File: src/rtl/io_misc_gpio_if.sv
// Wishbone interface shared by the io_* peripheral slaves.
// dat_m is driven by the master and dat_s by the slave.
interface if_wb;
    logic        cyc;
    logic        stb;
    logic        we;
    logic [31:0] adr;
    logic [31:0] dat_m;
    logic [31:0] dat_s;
    logic        ack;
    logic        stall;

    modport slave (
        input  cyc,
        input  stb,
        input  we,
        input  adr,
        input  dat_m,
        output dat_s,
        output ack,
        output stall
    );

    modport master (
        output cyc,
        output stb,
        output we,
        output adr,
        output dat_m,
        input  dat_s,
        input  ack,
        input  stall
    );
endinterface

File: src/rtl/io_misc_gpio.sv
// io_misc_gpio: Wishbone misc I/O slave with an LED register, synchronised
// general inputs with edge-detect interrupts, the boot_time value and a
// free-running cycle counter.
module io_misc_gpio #(
    parameter int unsigned NLED        = 1,
    parameter int unsigned NIN         = 8,
    parameter int unsigned SYNC_STAGES = 2
) (
    input  logic            clk_i,
    input  logic            rst_ni,
    if_wb.slave             bus,
    output logic [NLED-1:0] led,
    input  logic [NIN-1:0]  gpio_in,
    input  logic [32:0]     boot_time,
    output logic            irq
);

    typedef enum logic [1:0] {
        S_IDLE = 2'd0,
        S_BUSY = 2'd1,
        S_DONE = 2'd2
    } state_t;

    // Register indices decoded from bus.adr[4:2]
    localparam logic [2:0] A_LED      = 3'd0;
    localparam logic [2:0] A_IN       = 3'd1;
    localparam logic [2:0] A_STATUS   = 3'd2;
    localparam logic [2:0] A_ENABLE   = 3'd3;
    localparam logic [2:0] A_POL      = 3'd4;
    localparam logic [2:0] A_BOOT_LO  = 3'd5;
    localparam logic [2:0] A_BOOT_HI  = 3'd6;
    localparam logic [2:0] A_CYCLES   = 3'd7;

    state_t state;
    state_t state_nxt;

    logic [31:0] result;
    logic [31:0] rd_data;
    logic [31:0] cycles;

    logic [SYNC_STAGES-1:0][NIN-1:0] sync_q;
    logic [NIN-1:0] in_sync;
    logic [NIN-1:0] prev_q;
    logic [NIN-1:0] rise;
    logic [NIN-1:0] fall;
    logic [NIN-1:0] edge_det;
    logic [NIN-1:0] w1c_clr;

    logic [NIN-1:0] irq_status;
    logic [NIN-1:0] irq_enable;
    logic [NIN-1:0] edge_pol;

    logic       access;
    logic       wr_access;
    logic [2:0] reg_sel;
    logic       unused_bits;

    assign access    = (state == S_BUSY);
    assign wr_access = access & bus.we;
    assign reg_sel   = bus.adr[4:2];
    assign in_sync   = sync_q[SYNC_STAGES-1];

    // Address/data bits outside the decoded fields are don't-care
    assign unused_bits = ^{bus.adr, bus.dat_m};

    // Bus state register
    always_ff @(posedge clk_i) begin
        if (!rst_ni) begin
            state <= S_IDLE;
        end else begin
            state <= state_nxt;
        end
    end

    // Bus next-state: accept, perform the access, acknowledge
    always_comb begin
        state_nxt = state;
        unique case (state)
            S_IDLE:  if (bus.cyc && bus.stb) state_nxt = S_BUSY;
            S_BUSY:  state_nxt = S_DONE;
            S_DONE:  state_nxt = S_IDLE;
            default: state_nxt = S_IDLE;
        endcase
    end

    // Bus outputs: ack only in S_DONE, read data held in result
    always_comb begin
        bus.ack   = (state == S_DONE);
        bus.stall = 1'b0;
        bus.dat_s = result;
    end

    // Read multiplexer, zero-extending the narrow registers
    always_comb begin
        rd_data = '0;
        unique case (reg_sel)
            A_LED:     rd_data[NLED-1:0] = led;
            A_IN:      rd_data[NIN-1:0]  = in_sync;
            A_STATUS:  rd_data[NIN-1:0]  = irq_status;
            A_ENABLE:  rd_data[NIN-1:0]  = irq_enable;
            A_POL:     rd_data[NIN-1:0]  = edge_pol;
            A_BOOT_LO: rd_data           = boot_time[31:0];
            A_BOOT_HI: rd_data[0]        = boot_time[32];
            A_CYCLES:  rd_data           = cycles;
            default:   rd_data           = '0;
        endcase
    end

    // Per-bit edge selection and the write-one-to-clear mask
    always_comb begin
        rise     = in_sync & ~prev_q;
        fall     = ~in_sync & prev_q;
        edge_det = (edge_pol & fall) | (~edge_pol & rise);
        w1c_clr  = '0;
        if (wr_access && (reg_sel == A_STATUS)) begin
            w1c_clr = bus.dat_m[NIN-1:0];
        end
    end

    // Input synchroniser chain and previous-sample history
    always_ff @(posedge clk_i) begin
        if (!rst_ni) begin
            sync_q <= '0;
            prev_q <= '0;
        end else begin
            sync_q <= {sync_q[SYNC_STAGES-2:0], gpio_in};
            prev_q <= in_sync;
        end
    end

    // Free-running cycle counter, wraps naturally
    always_ff @(posedge clk_i) begin
        if (!rst_ni) begin
            cycles <= '0;
        end else begin
            cycles <= cycles + 32'd1;
        end
    end

    // Register file: writes and read capture happen on the S_BUSY edge
    always_ff @(posedge clk_i) begin
        if (!rst_ni) begin
            led        <= '0;
            irq_enable <= '0;
            edge_pol   <= '0;
            result     <= '0;
        end else if (access) begin
            if (bus.we) begin
                result <= '0;
                unique case (reg_sel)
                    A_LED:    led        <= bus.dat_m[NLED-1:0];
                    A_ENABLE: irq_enable <= bus.dat_m[NIN-1:0];
                    A_POL:    edge_pol   <= bus.dat_m[NIN-1:0];
                    default:  ;
                endcase
            end else begin
                result <= rd_data;
            end
        end
    end

    // Sticky status: an edge on the same cycle as a clear keeps the bit set
    always_ff @(posedge clk_i) begin
        if (!rst_ni) begin
            irq_status <= '0;
        end else begin
            irq_status <= (irq_status & ~w1c_clr) | edge_det;
        end
    end

    // Registered level interrupt from the enabled status bits
    always_ff @(posedge clk_i) begin
        if (!rst_ni) begin
            irq <= 1'b0;
        end else begin
            irq <= |(irq_status & irq_enable);
        end
    end

endmodule
File: src/flat_wrapper.sv
// flat-port wrapper written by rule: the top's interface ports become plain ports
module io_misc_gpio_flat 
#(
    parameter int unsigned NLED        = 1,
    parameter int unsigned NIN         = 8,
    parameter int unsigned SYNC_STAGES = 2
)
  (clk_i, rst_ni, led, gpio_in, boot_time, irq, bus_cyc, bus_stb, bus_we, bus_adr, bus_dat_m, bus_dat_s, bus_ack, bus_stall);
  if_wb bus_i ();
  input  logic clk_i;
  input  logic rst_ni;
  output logic [NLED-1:0] led;
  input  logic [NIN-1:0] gpio_in;
  input  logic [32:0] boot_time;
  output logic irq;
  input wire logic [$bits(bus_i.cyc)-1:0] bus_cyc;
  input wire logic [$bits(bus_i.stb)-1:0] bus_stb;
  input wire logic [$bits(bus_i.we)-1:0] bus_we;
  input wire logic [$bits(bus_i.adr)-1:0] bus_adr;
  input wire logic [$bits(bus_i.dat_m)-1:0] bus_dat_m;
  output wire logic [$bits(bus_i.dat_s)-1:0] bus_dat_s;
  output wire logic [$bits(bus_i.ack)-1:0] bus_ack;
  output wire logic [$bits(bus_i.stall)-1:0] bus_stall;
  assign bus_i.cyc = bus_cyc;
  assign bus_i.stb = bus_stb;
  assign bus_i.we = bus_we;
  assign bus_i.adr = bus_adr;
  assign bus_i.dat_m = bus_dat_m;
  assign bus_dat_s = bus_i.dat_s;
  assign bus_ack = bus_i.ack;
  assign bus_stall = bus_i.stall;
  io_misc_gpio #(.NLED(NLED), .NIN(NIN), .SYNC_STAGES(SYNC_STAGES)) u_core (.clk_i(clk_i), .rst_ni(rst_ni), .bus(bus_i), .led(led), .gpio_in(gpio_in), .boot_time(boot_time), .irq(irq));
endmodule
File: config.mk
export PLATFORM = sky130hd
export DESIGN_NAME = io_misc_gpio_flat
export DESIGN_NICKNAME = d
export VERILOG_FILES = /design/src/rtl/io_misc_gpio_if.sv /design/src/rtl/io_misc_gpio.sv /design/src/flat_wrapper.sv
export SDC_FILE = /design/constraint.sdc
export NUM_CORES = 1
export LEC_CHECK = 0
export BUFFER_PORTS_ARGS = -buffer_cell sky130_fd_sc_hd__buf_2
export CAP_MARGIN = 30
export CORE_MARGIN = 4
export CORE_UTILIZATION = 45
export CTS_CLUSTER_DIAMETER = 40
export DETAILED_ROUTE_END_ITERATION = 16
export PLACE_DENSITY = 0.71
export SETUP_SLACK_MARGIN = 0.1
export SLEW_MARGIN = 20
export SYNTH_ARGS = -nofsm -noshare
export SYNTH_HDL_FRONTEND = slang
export SYNTH_SLANG_ARGS = --single-unit
File: constraint.sdc
create_clock -name clk_i -period 2.4 [get_ports clk_i]
set_input_delay 0.12 -clock clk_i [delete_from_list [all_inputs] [get_ports clk_i]]
set_output_delay 0.12 -clock clk_i [all_outputs]
set_load 0.02 [all_outputs]
Word level (Yosys, flattened, before mapping)
Cells that the tools add are included.
{"block": "totals", "register_bits": 116, "latch_bits": 0, "ramBits": 0, "mem_bits_ro": 0, "in_bits": 110, "out_inout_bits": 36, "word_cells": 50, "mem_count": 0}
{"block": "op_classes", "add_sub_neg": 1, "multipliers": 0, "div_mod_pow": 0, "order_cmp": 0, "n_eq_ne": 10, "n_shift": 0, "muxes": 7, "bitwise": 13, "n_reduce_logical": 8}
{"cell": "$and 8x8->8", "n": 6}
{"cell": "$pmux 24 s2", "n": 1}
{"cell": "$pmux 7 s6", "n": 1}
{"cell": "$add 32x1->32 const B", "n": 1}
{"cell": "$mux 32", "n": 1}
{"cell": "$not 8->8", "n": 4}
{"cell": "$or 8x8->8", "n": 2}
{"cell": "$eq 3x3->1 const B", "n": 4}
{"cell": "$reduce_and 3->1", "n": 3}
{"cell": "$mux 8", "n": 1}
{"cell": "$pmux 1 s8", "n": 1}
{"cell": "$reduce_or 8->1", "n": 1}
{"cell": "$eq 3x2->1 const B", "n": 2}
{"cell": "$pmux 2 s2", "n": 1}
{"cell": "$eq 3x1->1 const B", "n": 1}
{"cell": "$logic_not 3->1", "n": 1}
{"cell": "$eq 2x1->1 const B", "n": 1}
{"cell": "$eq 2x2->1 const B", "n": 1}
{"cell": "$logic_and 1x1->1", "n": 2}
{"cell": "$logic_not 2->1", "n": 1}
{"cell": "$mux 2", "n": 1}
{"cell": "$ne 2x1->1 const B", "n": 1}
{"cell": "$and 1x1->1", "n": 1}

Depth between registers and ports, before layout
Gate-level depths: netlist of run 1.
{"block": "logic_depth", "word_depth": 7, "depth_mapped": 7, "depth_no_buf": 5}

Worst setup path before layout of run 1
OpenSTA, ideal clock, no wires.
{"block": "synth_timing", "kind": "reg-to-reg", "start": "register u_core.cycles[0]", "end": "register u_core.cycles[28]", "setup_ns": 0.071, "arrival_ns": 1.934, "t_required_ns": 2.329, "path_slack_ns": 0.396, "stages_incl_launch_ff": 7, "path_buffers": 1, "period_less_slack_ns": 2.004, "path_cell_list": "dfxtp_1 -> ha_1 -> nand3_1 -> or4_4 -> buf_6 -> or4_1 -> a21oi_1"}
{"block": "synth_between", "elab_chain_cells": 1}
{"item": "start: declaration", "line_no": "io_misc_gpio.sv:39", "rtl": "logic [31:0] cycles;"}
{"item": "start signal: assignment", "line_no": "io_misc_gpio.sv:136", "rtl": "cycles <= cycles + 32'd1;"}
{"item": "$add 32x1->32", "line_no": "io_misc_gpio.sv:136"}
Every way passes these cells.
A chain may end at the register's enable or synchronous reset.

Worst setup path in the final report of run 1
{"block": "layout_timing", "start": "register u_core.cycles[0]", "end": "register u_core.cycles[22]"}
Same word-level chain as after synthesis.

==> results.ini, run 1 <==
[die]
fp.dieH_um = 114
rows = 38
dieArea_um2 = 13000
core_um2 = 10900
ioPinCount = 146
dieWidth_um = 114
initial_core_util_pct = 46.2

[critical_path]
path_class = register to register
slowest_delay_ns = 0.59
critical_path.cell_chain = ha_1 -> nand3_1 -> or4_4 -> or4_1 -> a21oi_1
crit_required_ns = 2.74
crit_arrival_ns = 2.52
reg2reg_depth = 5
setup.worst_path.start_class = register
r2r-start = u_core.cycles[0]$_SDFF_PN0_
crit_fanout = 12
cp_num_buf_inv = 0
cp_top_family = simple AND/OR/NAND/NOR gates
endpoint_kind = register
r2r_end = u_core.cycles[22]$_SDFF_PN0_
critPathSlowestCell = or4_4
rrSetupSlack_ns = 0.21

[detailed_routing]
drt_pre_antenna_iters = 5
drtIter0Drc = 323
vias = 4575
wl_um = 12900
vias_per_cell = 5.59
detail-route-antenna-nets = 0
drc = 0
avgRoutedWirePerCell_um = 15.8

[synthesis]
synthFlopType = dfxtp_1
synth_common_cells = dfxtp_1 (116), nor2_1 (64), nand2_1 (36)
synth.most_common_cell = dfxtp_1
synth_cells = 558
synth.cell_area_um2 = 5050
yosysTopAreaCell = dfxtp_1
synth-edff-count = 0
synth-async-reset-ratio_pct = 0
yosysSeqAreaShare_pct = 45.9
synthTopCellsByArea = dfxtp_1 (46%), mux2i_1 (5.5%), nor2_1 (4.8%)
synth_nets = 669
syn_avg_cell_area_um2 = 9.06
synth_cell_type_count = 52
synth_top_area_share_pct = 45.9
ys_seq_elements = 116
ys_warn_count = 0

[finish]
drive_gt1_share_pct = 21.8
area_growth_syn_to_layout_pct = 26.2
finalNonFillerCells = 819
n_antenna_cell = 0
final_nets = 777

[global_routing]
grt_pass1_vias = 4329
grt_pass1_wl_um = 21200
grt_max_degree = 57
grt.total_usage_pct = 20.6
grt_antenna_before_repair = 0
overflow = 0

[timing]
max_freq_mhz = 457
relSlewSlack_pct = 53.8
tns_ns = 0
slew_viol_final = 0
rsz0062_at_grt = no
hold_slack_ns = 0.0862
fin_crit_sh_pct = 91.2
tightestPinTransition_ns = 0.691
min_period_ns = 2.19
finalSetupViolCount = 0
clock_skew_ns = 0.00822
setup_ws_ns = 0.212
hold_violations = 0

[placed_design]
hpwl_um = 8830
gp_congestion = 0.844
port_buffers = 91
dp_slack_ns = 0.235
placedCellCount = 769

[clocking]
cts_made_buffers = 17
cts_root_buffer = clkbuf_16
clock_path_buffers = 2
numClockSinks = 116
cts_tree = built
post_cts_resized = 0
clk_latency_ns = 0.41
h-tree-depth = 4
clk_pin_slew_worst_paths_ns = 0.05

[power]
total_power_uw = 4520
power_density_nw_per_um2 = 708
max-vdd-ir-drop_uv = 548
p_leak_uw = 0.00252

[min_path]
hold_depth = 4
whs_endpoint = u_core.bus.dat_s[17]$_SDFFE_PN0N_
min_from = boot_time[17]
hold_class = input pin to register

[run_status]
status = finished clean

[flow_run]
drv_cap = 0

-- metrics by stage --
stage	instance area, um2	utilization, %
floorplan	5050	-
global placement	5660	51.8
detailed placement	5660	51.8
CTS	6380	58.4
global route	6380	58.4
finish	6380	58.4
-- worst reg2reg max path: stages, from the launching register on --
cell and delay (ns):
dfxtp_1 0.42, ha_1 0.23, nand3_1 0.17, or4_4 0.59
or4_1 0.53, a21oi_1 0.17
-- report_power, final --
group / internal [uW] / switching (uW)
combinational: 120 / 138
clock: 1430 / 844
sequential: 1960 / 24.3
total: 3510 / 1010
-- kinds of logic after synthesis --
kind of cell	Yosys count	share of synthesized area, %
compound gates	141	19.7
xor+xnor	13	2.25
buf+inv	45	3.61
simple gates	213	22.6
other cells	1	0.0742
flops	116	45.9
mux	28	5.54
fa+ha+maj	1	0.247
-- how the worst max path moves through the flow --
| stage | startpoint | to | slack, ns | cells past startpoint |
|---|---|---|---|---|
| after global routing | u_core.cycles[0]$_SDFF_PN0_ | u_core.cycles[22]$_SDFF_PN0_ | 0.11 | 5 |
| after floorplan | u_core.cycles[0]$_SDFF_PN0_ | u_core.cycles[28]$_SDFF_PN0_ | 0.40 | 6 |
| final | u_core.cycles[0]$_SDFF_PN0_ | u_core.cycles[22]$_SDFF_PN0_ | 0.21 | 5 |
| after CTS | u_core.cycles[1]$_SDFF_PN0_ | u_core.cycles[22]$_SDFF_PN0_ | 0.20 | 5 |
| after global placement | u_core.cycles[1]$_SDFF_PN0_ | u_core.cycles[24]$_SDFF_PN0_ | 0.29 | 5 |
| after detailed placement | u_core.cycles[1]$_SDFF_PN0_ | u_core.cycles[24]$_SDFF_PN0_ | 0.24 | 5 |
-- registers in the layout (all words and copies together), names as in the netlist --
| register | count |
|---|---|
| u_core.bus.dat_s | 32 |
| u_core.prev_q | 8 |
| u_core.irq | 1 |
| u_core.in_sync | 8 |
| u_core.sync_q | 8 |
| u_core.cycles | 32 |
| u_core.irq_enable | 8 |
| u_core.irq_status | 8 |
| u_core.led | 1 |
| u_core.state | 2 |
| u_core.edge_pol | 8 |
-- what timing repair did --
action	CTS	global route
hold buffers	18	0
setup endpoints to repair	0	0
hold endpoints to repair	24	0
buffers inserted	0	0
-- cell usage in the layout, fill, tap and decap left out, types with 6 or more instances in the layout --
cell / instances
dfxtp_1: 116
buf_2: 91
nor2_1: 64
nand2_1: 36
a22oi_1: 29
and2_1: 28
mux2i_1: 28
a21oi_1: 23
o21ai_0: 23
a2bb2oi_1: 22
dlygate4sd3_1: 18
buf_4: 18
clkbuf_16: 17
nand3b_1: 14
nand3_1: 13
or4_1: 11
a21boi_0: 8
o31ai_1: 8
clkinv_2: 8
a221oi_1: 7
o21a_1: 7
nand4_1: 7
xor2_1: 7
inv_1: 6
xnor2_1: 6
-- area by class of cell --
class	instances	area [um2]
clock buffers	21	450
clock inverters	11	86.3
fillers	948	4550
inverters	7	26.3
multi-input cells	397	2550
flip-flops and latches	116	2320
well taps	140	175
repair buffers	127	771
-- layer usage --
metal  track usage (%)  wire (um)  vias to the layer above
met4              8.39        173                        0
met2              32.6       6220                      132
met3              5.73        758                       14
met1              26.5       5790                     2176
li1                  -          -                     2253
met5                 0          0                        -
(Power assumes the default switching activity.)
==> inputs of run 2 (changes only) <==
- ABC_AREA: default -> 1
- BUFFER_PORTS_ARGS: -buffer_cell sky130_fd_sc_hd__buf_2 -> -buffer_cell sky130_fd_sc_hd__buf_4
- PLACE_DENSITY: 0.71 -> 0.7
==> run 2 against run 1 <==
  * Critical endpoint is now u_core.cycles[18]$_SDFF_PN0_
  * Register-to-register slack better by 0.50 ns
  * Clock power rose by 8%
  * Sequential power is essentially flat
  * Die area rose by 8.4%
  * Largest cell class unchanged
==> results.ini, run 2 <==
[run_status]
status = finished clean

[timing]
tns_ns = 0  ; unchanged
slew_viol_final = 0  ; unchanged
finalSetupViolCount = 0  ; unchanged
setup_ws_ns = 0.710  ; +0.497 ns
rsz0062_at_grt = no
hold_violations = 0  ; unchanged
clock_skew_ns = 0.00809  ; -0.000132 ns
tightestPinTransition_ns = 0.616  ; -0.0751 ns
relSlewSlack_pct = 58.9  ; +5.1 points
fin_crit_sh_pct = 70.4  ; -21 points
max_freq_mhz = 592  ; +29%
hold_slack_ns = 0.0553  ; -0.0309 ns
min_period_ns = 1.69  ; -0.497 ns

[die]
rows = 40  ; +5.3%
dieWidth_um = 119  ; +4.1%
dieArea_um2 = 14100  ; +8.4%
fp.dieH_um = 119  ; +4.1%
core_um2 = 12000  ; +9.8%
ioPinCount = 146  ; unchanged
initial_core_util_pct = 45.9  ; -0.34 points

[finish]
n_antenna_cell = 0  ; unchanged
final_common_cell = nand2_1
area_growth_syn_to_layout_pct = 27.7
nFillCells = 1140  ; +20%
final_area_um2 = 7040  ; +10%
final_cell_mix = nand2_1 (283), dfxtp_1 (116), nor2_1 (109), buf_4 (100), inv_1 (74)
drive_gt1_share_pct = 17.1  ; -4.7 points
final_nets = 1041  ; +34%

[synthesis]
ys_seq_elements = 116  ; unchanged
synthFlopType = dfxtp_1
synth-edff-count = 0  ; unchanged
yosysSeqAreaShare_pct = 42.1  ; -3.8 points
synth_cell_type_count = 34  ; -35%
synth.most_common_cell = nand2_1
synth_common_cells = nand2_1 (283), dfxtp_1 (116), nor2_1 (109)
synth_nets = 934  ; +40%
synth.cell_area_um2 = 5510  ; +9.0%
synth-async-reset-ratio_pct = 0  ; unchanged
synth_top_area_share_pct = 42.1  ; -3.8 points
yosysTopAreaCell = dfxtp_1
ys_warn_count = 0  ; unchanged
synth_cells = 823  ; +47%
synthTopCellsByArea = dfxtp_1 (42%), nand2_1 (19%), nor2_1 (7.4%)
syn_avg_cell_area_um2 = 6.70  ; -26%

[power]
total_power_uw = 4740  ; +4.9%
power_density_nw_per_um2 = 673  ; -4.9%
max-vdd-ir-drop_uv = 417  ; -24%
p_leak_uw = 0.00293  ; +16%

[min_path]
hold_class = input pin to register

[global_routing]
grt_max_degree = 50  ; -12%
grt_pass1_vias = 4884  ; +13%
overflow = 0  ; unchanged
grt_antenna_before_repair = 0  ; unchanged
grt.total_usage_pct = 21.8  ; +1.2 points
grt_pass1_wl_um = 24600  ; +16%

[detailed_routing]
drc = 0  ; unchanged
avgRoutedWirePerCell_um = 13.9  ; -12%
wl_um = 15100  ; +17%
drt_pre_antenna_iters = 5  ; unchanged
vias_per_cell = 5.10  ; -8.6%
drtIter0Drc = 567  ; +76%
vias = 5564  ; +22%
detail-route-antenna-nets = 0  ; unchanged

[clocking]
cts_made_buffers = 17  ; unchanged
post_cts_buffers = 0  ; unchanged
cts_root_buffer = clkbuf_16
h-tree-depth = 4  ; unchanged
post_cts_resized = 0  ; unchanged
clk_latency_ns = 0.42  ; about the same
cts_tree = built
clk_pin_slew_worst_paths_ns = 0.05  ; about the same
clock_path_buffers = 2  ; unchanged
numClockSinks = 116  ; unchanged

[placed_design]
hpwl_um = 10500  ; +19%
dp_slack_ns = 0.762  ; +0.526 ns
gp_congestion = 0.902  ; +7.0%
dpl_cell_area_um2 = 6290  ; +11%
port_buffers = 91  ; unchanged

[critical_path]
crit_arrival_ns = 2.05  ; -0.47 ns
setup.worst_path.start_class = register
crit_required_ns = 2.76  ; +0.02 ns
endpoint_kind = register
crit_fanout = 4  ; -8
path_class = register to register

[flow_run]
drv_cap = 0  ; unchanged

run 2: cell count changes in the layout (fill, tap and decap cells not counted), sizes merged, moves of 29 or more:
| cell | delta |
|---|---|
| nand2 | +249 |
| inv | +71 |
| nor2 | +50 |
| a21oi | +37 |
| a22oi | -29 |
run 2: cells by family after synthesis:
group,count (synthesis),share of synthesized area [%]
AO/OA/AOI/OAI,126,13.4
XOR/XNOR,3,0.477
adder cells (fa/ha/maj),1,0.227
buffers and inverters,109,8.38
flip-flops,116,42.1
other,1,0.0680
AND/OR/NAND/NOR,467,35.3
run 2: timing repair:
item | in CTS | in global routing
setup endpoints to repair | 0 | 0
hold buffers | 18 | 0
hold endpoints to repair | 25 | 0
run 2: where the power goes:
group          internal (uW)  total [uW]  switching, uW
Sequential              1960        1980           22.3
Combinational            128         298            170
Clock                   1570        2460            885
run 2: per-stage QoR:
stage,utilization (%),cells
after floorplan,-,823
after global placement,52.3,1040
after detailed placement,52.3,1040
after CTS,58.6,1090
after global routing,58.6,1090
final,58.6,1090
run 2: final timing paths:
kind / start / end / slack (ns) / cells after the start
min reg2reg: u_core.sync_q[5]$_SDFF_PN0_ / u_core.in_sync[5]$_SDFF_PN0_ / 0.41 / 2
max reg2reg: u_core.cycles[0]$_SDFF_PN0_ / u_core.cycles[18]$_SDFF_PN0_ / 0.71 / 9
max: u_core.cycles[0]$_SDFF_PN0_ / u_core.cycles[18]$_SDFF_PN0_ / 0.71 / 9
min: boot_time[25] / u_core.bus.dat_s[25]$_SDFFE_PN0N_ / 0.06 / 5
run 2: critical path: stages, from the launching register on:
cell,delay [ns]
dfxtp_1,0.38
ha_1,0.20
nand2_1,0.08
inv_1,0.11
nand3_1,0.17
nor2_1,0.27
nand3_1,0.19
nand2_1,0.09
nand2_1,0.05
nor2_1,0.09
run 2: layout make-up:
class	count	area, um2	share of cell area, %
Clock buffer	23	468	6.65
Clock inverter	9	104	1.48
Inverter	79	302	4.28
Multi-Input combinational cell	598	2730	38.8
Sequential cell	116	2320	33.0
Tap cell	147	184	2.61
Timing Repair Buffer	118	931	13.2
run 2: per-layer routing:
metal / GRT usage (%) / share of wire, %
met4: 8.69 / 1.6
met1: 31.7 / 48
met2: 30.5 / 42
met5: 0 / 0
met3: 5.50 / 8.2
==> inputs of run 3 (changes only) <==
- ABC_AREA: 1 -> 0
- PLACE_DENSITY: 0.7 -> 0.71
- clock period: 2.4 -> 1.7 ns (I/O delays scaled with it)
==> run 3 against run 2 <==
  * The flow now finishes with violations (negative setup slack)
  * Fmax shrank 8.9%
  * Die area fell by 7.7%
  * Power rose by 49%
  * Cell area increased by 6.5%
  * Setup slack got worse by 0.87 ns
  * Hold slack lost 0.016 ns
  * Critical path depth decreased by 3
  * Non-clock buffer count grew 66
  * Critical endpoint is now u_core.cycles[31]$_SDFF_PN0_
==> results.ini, run 3 (synthesized netlist as in run 1, its figures left out) <==
[timing]
max_freq_mhz = 539  ; -8.9%
fin_crit_sh_pct = 109  ; +39 points
hold_violations = 0  ; unchanged
finalSetupViolCount = 12  ; +12
tightestPinTransition_ns = 0.579  ; -0.0371 ns
clock_skew_ns = 0.00809  ; +0.00000439 ns
rsz0062_at_grt = yes
relSlewSlack_pct = 61.3  ; +2.4 points
slew_viol_final = 0  ; unchanged
min_period_ns = 1.86  ; +0.166 ns
setup_ws_ns = -0.156  ; -0.866 ns

[finish]
fin_util_pct = 68.6  ; +10 points
n_antenna_cell = 0  ; unchanged
multiInputGateArea_um2 = 2810  ; +3.2%
final_common_cell = buf_4
area_growth_syn_to_layout_pct = 48.3
nFillCells = 820  ; -28%
final_nets = 835  ; -20%
final_cell_mix = buf_4 (155), dfxtp_1 (95), nor2_1 (64), nand2_1 (35), a22oi_1 (29)
drive_gt1_share_pct = 35.8  ; +19 points
ff_latch_area_um2 = 2360  ; +1.8%

[critical_path]
crit_required_ns = 2.03  ; -0.73 ns
setup.worst_path.start_class = register
endpoint_kind = register
crit_arrival_ns = 2.19  ; +0.14 ns
path_class = register to register
crit_fanout = 8  ; +4

[power]
power_density_nw_per_um2 = 939  ; +39%
intPower_uw = 5510  ; +51%
p_clk_share_pct = 54.0  ; +2.1 points
power_frac_seq_pct = 39.7  ; -2.1 points
p_leak_uw = 0.00295  ; +0.87%
total_power_uw = 7040  ; +49%
sw_frac_of_total_pct = 21.6  ; -1.1 points
max-vdd-ir-drop_uv = 709  ; +70%
p_switching_uw = 1520  ; +41%
power_frac_comb_pct = 6.3  ; about the same

[clocking]
clock_path_buffers = 2  ; unchanged
clk_latency_ns = 0.42  ; about the same
cts_made_buffers = 17  ; unchanged
clk_pin_slew_worst_paths_ns = 0.05  ; about the same
cts_tree = built
h-tree-depth = 4  ; unchanged
cts_root_buffer = clkbuf_16
numClockSinks = 116  ; unchanged

[die]
dieWidth_um = 114  ; -3.9%
dieArea_um2 = 13000  ; -7.7%
initial_core_util_pct = 46.2  ; +0.34 points
fp.dieH_um = 114  ; -3.9%
core_um2 = 10900  ; -9.0%
rows = 38  ; -5.0%
ioPinCount = 146  ; unchanged

[detailed_routing]
detail-route-antenna-nets = 0  ; unchanged
vias_per_cell = 5.67  ; +11%
vias = 4972  ; -11%
drt_pre_antenna_iters = 6  ; +1
avgRoutedWirePerCell_um = 17.4  ; +25%
wl_um = 15200  ; +0.90%
drc = 0  ; unchanged
drtIter0Drc = 407  ; -28%

[run_status]
status = finished with violations
violations = negative setup slack

[min_path]
hold_class = input pin to register

[global_routing]
grt_antenna_before_repair = 0  ; unchanged
grt_pass1_wl_um = 23600  ; -4.0%
grt_max_degree = 42  ; -16%
grt_pass1_vias = 4791  ; -1.9%
grt.total_usage_pct = 23.0  ; +1.2 points
overflow = 0  ; unchanged

[placed_design]
port_buffers = 91  ; unchanged
gp_congestion = 0.814  ; -9.7%
hpwl_um = 9800  ; -6.6%

[flow_run]
drv_cap = 0  ; unchanged

==> run 3: cell types whose count changed in the layout (fill, tap and decap cells not counted), moves of 32 or more <==
cell	delta
a21oi_1	-45
buf_4	+55
nor2_1	-45
inv_1	-68
nand2_1	-248
nand3_1	-32
==> run 3: critical path: stages (launching register included) <==
cell and delay [ns]:
dfxtp_2 0.33, buf_4 0.11, nand3_2 0.07, or4_4 0.58, buf_4 0.18, nor4_4 0.24
mux2i_1 0.25
==> run 3: worst paths after layout <==
path | depth (start not counted) | to | from | slack, ns
max | 6 | u_core.cycles[31]$_SDFF_PN0_ | u_core.cycles[18]$_SDFF_PN0_ | -0.16
min | 4 | u_core.bus.dat_s[11]$_SDFFE_PN0N_ | boot_time[11] | 0.04
max reg2reg | 6 | u_core.cycles[31]$_SDFF_PN0_ | u_core.cycles[18]$_SDFF_PN0_ | -0.16
min reg2reg | 1 | u_core.in_sync[3]$_SDFF_PN0_ | u_core.sync_q[3]$_SDFF_PN0_ | 0.43
==> run 3: power groups by stage <==
stage / logic (uW) / registers [uW] / clock network, uW
final: 442 / 2790 / 3800
after global routing: 480 / 2800 / 3980
after CTS: 437 / 2800 / 3850
after detailed placement: 398 / 2850 / 0
after global placement: 390 / 2850 / 0
after floorplan: 198 / 2850 / 0
==> run 3: stage by stage <==
step	TNS [ns]	hold WS, ns	setup WS [ns]	instance area (um2)	instances
global placement	-0.813	0.294	-0.124	6310	811
global route	-1.62	0.0585	-0.213	7500	877
detailed placement	-1.18	0.296	-0.126	6310	811
finish	-0.968	0.0393	-0.156	7500	877
CTS	-0.673	0.0279	-0.0919	7300	872
floorplan	-0.834	0.204	-0.163	5130	558
==> run 3: layout make-up <==
class / instances / share of cell area, %
Clock inverter: 12 / 2.39
Inverter: 7 / 0.350
Clock buffer: 20 / 6.09
Timing Repair Buffer: 184 / 19.8
Sequential cell: 116 / 31.5
Tap cell: 140 / 2.34
Multi-Input combinational cell: 398 / 37.5
==> run 3: timing repair <==
action	in CTS	in global routing
cloned	1	0
gates resized for setup	19	38
setup buffers	8	5
pin swaps	17	8
endpoints found under the hold margin	28	0
hold buffers	20	0
endpoints found under the setup margin	15	23
==> run 3: layer usage <==
| metal | vias up | global-route usage [%] | wire, um |
|---|---|---|---|
| met5 | - | 0 | 0 |
| met4 | 0 | 9.82 | 304 |
| met2 | 187 | 37.8 | 7610 |
| met3 | 26 | 5.52 | 953 |
| li1 | 2362 | - | - |
| met1 | 2397 | 28.8 | 6380 |
